===== src/rtl/seq_multiplier_shift_add.sv =====
// Unsigned shift-add multiplier: one partial product per clock, W iterations per operation.
// Product is registered and presented with a one-cycle done pulse that can drive a write enable.
module seq_multiplier_shift_add #(
  parameter int W = 4
) (
  input  logic           clk,
  input  logic           reset_asynchronous,
  input  logic           start,
  input  logic [W-1:0]   multiplicand,
  input  logic [W-1:0]   multiplier,
  output logic [2*W-1:0] product,
  output logic           busy,
  output logic           done
);

  localparam int CW = $clog2(W) + 1;

  typedef enum logic [1:0] {
    IDLE = 2'd0,
    CALC = 2'd1,
    DONE = 2'd2
  } state_t;

  state_t         state_q, state_d;
  logic [2*W-1:0] a_q, a_d;
  logic [W-1:0]   b_q, b_d;
  logic [2*W-1:0] acc_q, acc_d;
  logic [CW-1:0]  cnt_q, cnt_d;
  logic [2*W-1:0] product_q, product_d;

  always_ff @(posedge clk or posedge reset_asynchronous) begin
    if (reset_asynchronous) begin
      state_q   <= IDLE;
      a_q       <= '0;
      b_q       <= '0;
      acc_q     <= '0;
      cnt_q     <= '0;
      product_q <= '0;
    end else begin
      state_q   <= state_d;
      a_q       <= a_d;
      b_q       <= b_d;
      acc_q     <= acc_d;
      cnt_q     <= cnt_d;
      product_q <= product_d;
    end
  end

  always_comb begin
    state_d   = state_q;
    a_d       = a_q;
    b_d       = b_q;
    acc_d     = acc_q;
    cnt_d     = cnt_q;
    product_d = product_q;
    case (state_q)
      IDLE: begin
        if (start) begin
          a_d     = {{W{1'b0}}, multiplicand};
          b_d     = multiplier;
          acc_d   = '0;
          cnt_d   = '0;
          state_d = CALC;
        end
      end
      CALC: begin
        acc_d = acc_q + (b_q[0] ? a_q : {2*W{1'b0}});
        a_d   = a_q << 1;
        b_d   = b_q >> 1;
        cnt_d = cnt_q + CW'(1);
        // Last iteration: publish the accumulator including this cycle's partial product.
        if (cnt_q == CW'(W - 1)) begin
          product_d = acc_d;
          state_d   = DONE;
        end
      end
      DONE:    state_d = IDLE;
      default: state_d = IDLE;
    endcase
  end

  assign product = product_q;
  assign busy    = (state_q != IDLE);
  assign done    = (state_q == DONE);

endmodule


===== config.mk =====
export PLATFORM = sky130hd
export DESIGN_NAME = seq_multiplier_shift_add
export DESIGN_NICKNAME = d
export VERILOG_FILES = /design/src/rtl/seq_multiplier_shift_add.sv
export SDC_FILE = /design/constraint.sdc
export NUM_CORES = 1
export LEC_CHECK = 0
export CORE_ASPECT_RATIO = 1.25
export CORE_MARGIN = 2
export CORE_UTILIZATION = 61
export DETAILED_ROUTE_END_ITERATION = 8
export DONT_BUFFER_PORTS = 1
export GPL_TIMING_DRIVEN = 1
export PLACE_DENSITY = 0.77
export RECOVER_POWER = 25
export SYNTH_ARGS = -nofsm -noshare
export SYNTH_HDL_FRONTEND = slang
export SYNTH_SLANG_ARGS = --single-unit
export TNS_END_PERCENT = 30

===== constraint.sdc =====
create_clock -name clk -period 5.1 [get_ports clk]
set_clock_uncertainty 0.05 [all_clocks]
set_input_delay 0.255 -clock clk [delete_from_list [all_inputs] [get_ports clk]]
set_output_delay 0.255 -clock clk [all_outputs]
set_load 0.02 [all_outputs]

# Yosys cells after proc, flatten, opt, wreduce, memory -nomap -nowiden
# Index checks and enable logic that the tools add are counted.
# word_totals
output_inout_bits	10
word_cells	31
ff_bits	33
# op_classes
reduce_logical	6
n_eq_ne	5
n_addsub	2
muxes	12
# ops
op	n
$pmux 8 s2	2
$mux 8	3
$add 8x8->8	1
$pmux 4 s2	1
$pmux 3 s2	1
$reduce_and 2->1	3
$mux 2	2
$mux 4	1
$ne 2x2->1 const B	2
$pmux 2 s2	1
$reduce_bool 2->1	2
$add 3x1->3 const B	1
$eq 3x2->1 const B	1
$mux 3	1
$eq 2x1->1 const B	1
$eq 2x2->1 const B	1
$logic_not 2->1	1

# Longest topological paths before layout
# depth
word_depth	3
depth_mapped	9

# Least setup slack after synthesis
# OpenSTA, ideal clock, no wires.
# synth_path
path_kind	register to register
startpoint	register b_q[0]
endpoint	register product_q[4] (netlist: product[4])
required_ps	4925
path_stages_with_launch	10
arrival_ps	1955
n_path_buf	0
setup_slack_ps	2971
path_cell_list	dfrtp_1 and2_1 ha_1 inv_1 fa_1 and2b_1 o21ai_1 a21oi_1 nor2b_1 mux2_2
# synth_between
elab_chain_cells	2
# synth_rtl
element	line	text
from (decl)	26	logic [W-1:0] b_q, b_d;
from (signal assigned)	35	b_q <= '0;
from (signal assigned)	42	b_q <= b_d;
$mux 8	67	acc_d = acc_q + (b_q[0] ? a_q : {2*W{1'b0}});
$add 8x8->8	67	
to (signal assigned)	45	product_q <= product_d;
to (decl)	29	logic [2*W-1:0] product_q, product_d;
# No other way between the ends.
# A chain may end at the register's enable or synchronous reset.

# Final worst setup path
# Ends and elaborated chain as after synthesis.

==> summary.md <==
| Metric | Value |
|---|---|
| Yosys top cell by area | `dfrtp_1` |
| Max Clk Rate | `417 MHz` |
| Post-synthesis async set-or-reset flop share | `100%` |
| Clock Pin Slew Worst Setup and Hold Paths | `100 ps` |
| Synth top area cells | `dfrtp_1 47%, ha_1 6.4%, o21ai_0 4.9%` |
| CP delay by family, top | `adder cells` |
| Hold buffers post-CTS | `1` |
| CTS Buffer Depth | `2` |
| Internal power | `644 uW` |
| Worst Path Buf+Inv | `1` |
| Overflow after GRT | `0` |
| Dpl ws | `2760 ps` |
| CP startpoint kind | `register` |
| Required time at the worst-slack endpoint | `5290 ps` |
| Sequential-to-total area share from yosys stat | `47.1%` |
| First-pass GRT wire length | `6.07 mm` |
| Worst setup margin | `2700 ps` |
| Pins Over Slew Limit | `34` |
| Drt pass-1 iters | `4` |
| Largest net degree at the start of global routing | `34` |
| Worst setup path category | `reg -> reg` |
| CP endpoint kind | `register` |
| Endpoints failing setup | `0` |
| Clock period minus final worst setup slack | `2400 ps` |
| Initial Utilization | `64.7%` |
| Maximum fanout along the worst path | `9` |
| Yosys warning count | `0` |
| HPWL after DPL | `2.49 mm` |
| Wire per inst | `16.4 um` |
| EDFF count, synth | `0` |
| Placed Area | `1790 um2` |
| Antenna violations before repair | `0` |
| Fin area | `1890 um2` |
| Clock Latency Late Sink | `350 ps` |
| DIE WIDTH | `51.9 um` |
| Leak | `0.000936 uW` |
| Final ANT Viol Nets | `0` |
| Synthesized net count | `194` |
| Sw power | `424 uW` |
| Core ar. | `2710 um2` |
| Slew HR | `-14.1%` |
| Outcome | `complete, but fails checks` |
| WL final | `3.50 mm` |
| Slowest CP cell | `dfrtp_1` |
| CP max stage delay | `470 ps` |
| TritonCTS clock tree | `yes` |
| Via Count | `1302` |
| Fin nets | `199` |
| Synth cell types | `34` |
| DR iter-0 viols | `30` |
| CP arrival | `2580 ps` |
| Post-route DRC | `0` |
| Die height | `63.9 um` |
| Worst IR Drop VDD | `391 uV` |
| Vias per Instance | `6.11` |
| Mean Syn Cell Area | `10.1 um2` |
| CTS buffer count | `5` |
| Ratio of cells with drive above 1 in the final layout | `8.38%` |
| I/O pin count | `21` |
| Reg power frac | `44.5%` |
| Worst path cell trace | `and2_1 > ha_1 > inv_1 > fa_1 > and2b_1 > o21ai_1 > a21oi_1 > nor2b_1 > mux2_2` |
| Gpl congestion | `0.871` |
| Setup TNS | `0 ps` |
| Root Buffer | `clkbuf_4` |
| Cells after synthesis | `173` |
| Vias in the first global route | `1377` |
| Hold Fails Final Rpt | `0` |
| Total track usage | `25.0%` |
| Worst-margin pin slew | `1710 ps` |
| Area growth, synth to finish | `7.79%` |
| Max Cap Viol | `1` |
| Failing checks | `max-capacitance violations, max-slew violations` |
| Post-cts resize count | `0` |
| Sw Ratio | `39.7%` |
| Register bit total from synthesis | `33` |
| Diode count | `0` |
| Most instantiated cells after synthesis | `33 x dfrtp_1, 19 x nand2_1, 17 x o21ai_0, 11 x inv_1, 10 x a21oi_1` |
| P per Cell Area | `565 nW/um2` |
| Register-to-register setup slack | `2700 ps` |
| Post-CTS Setup Bufs | `0` |
| Die area | `3320 um2` |
| Worst hold path class | `in -> reg` |
| CTS H-tree depth | `2` |
| Pwr Total | `1070 uW` |
| Clock share of power | `19.7%` |
| Clk sinks | `33` |
| Share of the synthesized area in the top cell type | `47.1%` |
| Primary FF master, synth | `dfrtp_1` |
| RSZ-0062 raised after global routing | `no` |
| Gate power share | `35.8%` |
| Period utilisation layout | `47.0%` |
| Post-synth design cell area | `1750 um2` |
| FP Rows | `21` |
| Count leader, synth | `dfrtp_1` |
| IO Port Bufs | `0` |
-- per-layer routing --
layer / wire [um] / share of wire [%] / GRT usage (%)
met1: 1400 / 40 / 28.7
met2: 1810 / 52 / 41.3
met3: 214 / 6.1 / 8.41
met4: 74 / 2.1 / 11.2
met5: 0 / 0 / 0
-- cell usage in the layout, fill, tap and decap left out, types with 3 or more instances in the layout --
| cell type | synthesis | routed |
|---|---|---|
| and3b_1 | 6 | 6 |
| xnor2_1 | 3 | 3 |
| a21oi_1 | 10 | 10 |
| nand2_1 | 19 | 19 |
| clkbuf_4 | 0 | 5 |
| nor2b_1 | 3 | 3 |
| and2_1 | 6 | 6 |
| dfrtp_1 | 33 | 33 |
| ha_1 | 9 | 9 |
| inv_1 | 11 | 11 |
| nand3_1 | 4 | 4 |
| a22o_1 | 9 | 9 |
| o21ai_0 | 17 | 17 |
| nor2_1 | 6 | 6 |
| nand2b_1 | 3 | 3 |
| mux2_2 | 5 | 5 |
-- power groups by stage --
stage               logic, uW  registers (uW)  clock network, uW
floorplan                 319             444                  0
finish                    383             475                210
global placement          360             474                  0
global route              429             492                222
detailed placement        380             482                  0
CTS                       383             476                209
-- path summary, 6_finish.rpt --
| kind | to | start | cells after the start |
|---|---|---|---|
| worst min-delay path | b_q[3] | start | 1 |
| min in group asynchronous | a_q[7] | reset_asynchronous | 3 |
| max in group asynchronous | product[4] | reset_asynchronous | 3 |
| worst min register to register | cnt_q[2] | cnt_q[2] | 2 |
| worst max register to register | product[4] | b_q[0] | 9 |
| worst max-delay path | product[4] | b_q[0] | 9 |
-- sequential cells by signal (all words and copies together), names as in the netlist --
name / count
b_q: 4
state_q: 2
acc_q: 8
product: 8
a_q: 8
cnt_q: 3
-- final cells by class --
type | instances | area (um2)
Inverter | 11 | 41.3
Clock buffer | 7 | 55.1
Clock inverter | 1 | 30.0
Timing Repair Buffer | 4 | 31.3
Sequential cell | 33 | 826
Tap cell | 34 | 42.5
Multi-Input combinational cell | 123 | 862
Fill cell | 205 | 818
-- logic make-up after synthesis --
family,after synthesis,synth area share [%]
AO/OA/AOI/OAI,46,16.9
XOR/XNOR,5,3.29
adder cells (fa/ha/maj),10,7.57
buffers and inverters,17,3.64
flip-flops,33,47.1
multiplexers,7,4.36
AND/OR/NAND/NOR,55,17.1
-- per-stage QoR --
step / hold slack [ps] / utilization, % / instances
CTS: 22.4 / 69.5 / 212
global route: 1.27 / 69.8 / 213
finish: 20.8 / 69.8 / 213
detailed placement: 212 / 66.0 / 203
floorplan: 334 / - / 173
global placement: 204 / 66.0 / 203
(Power assumes the default switching activity.)
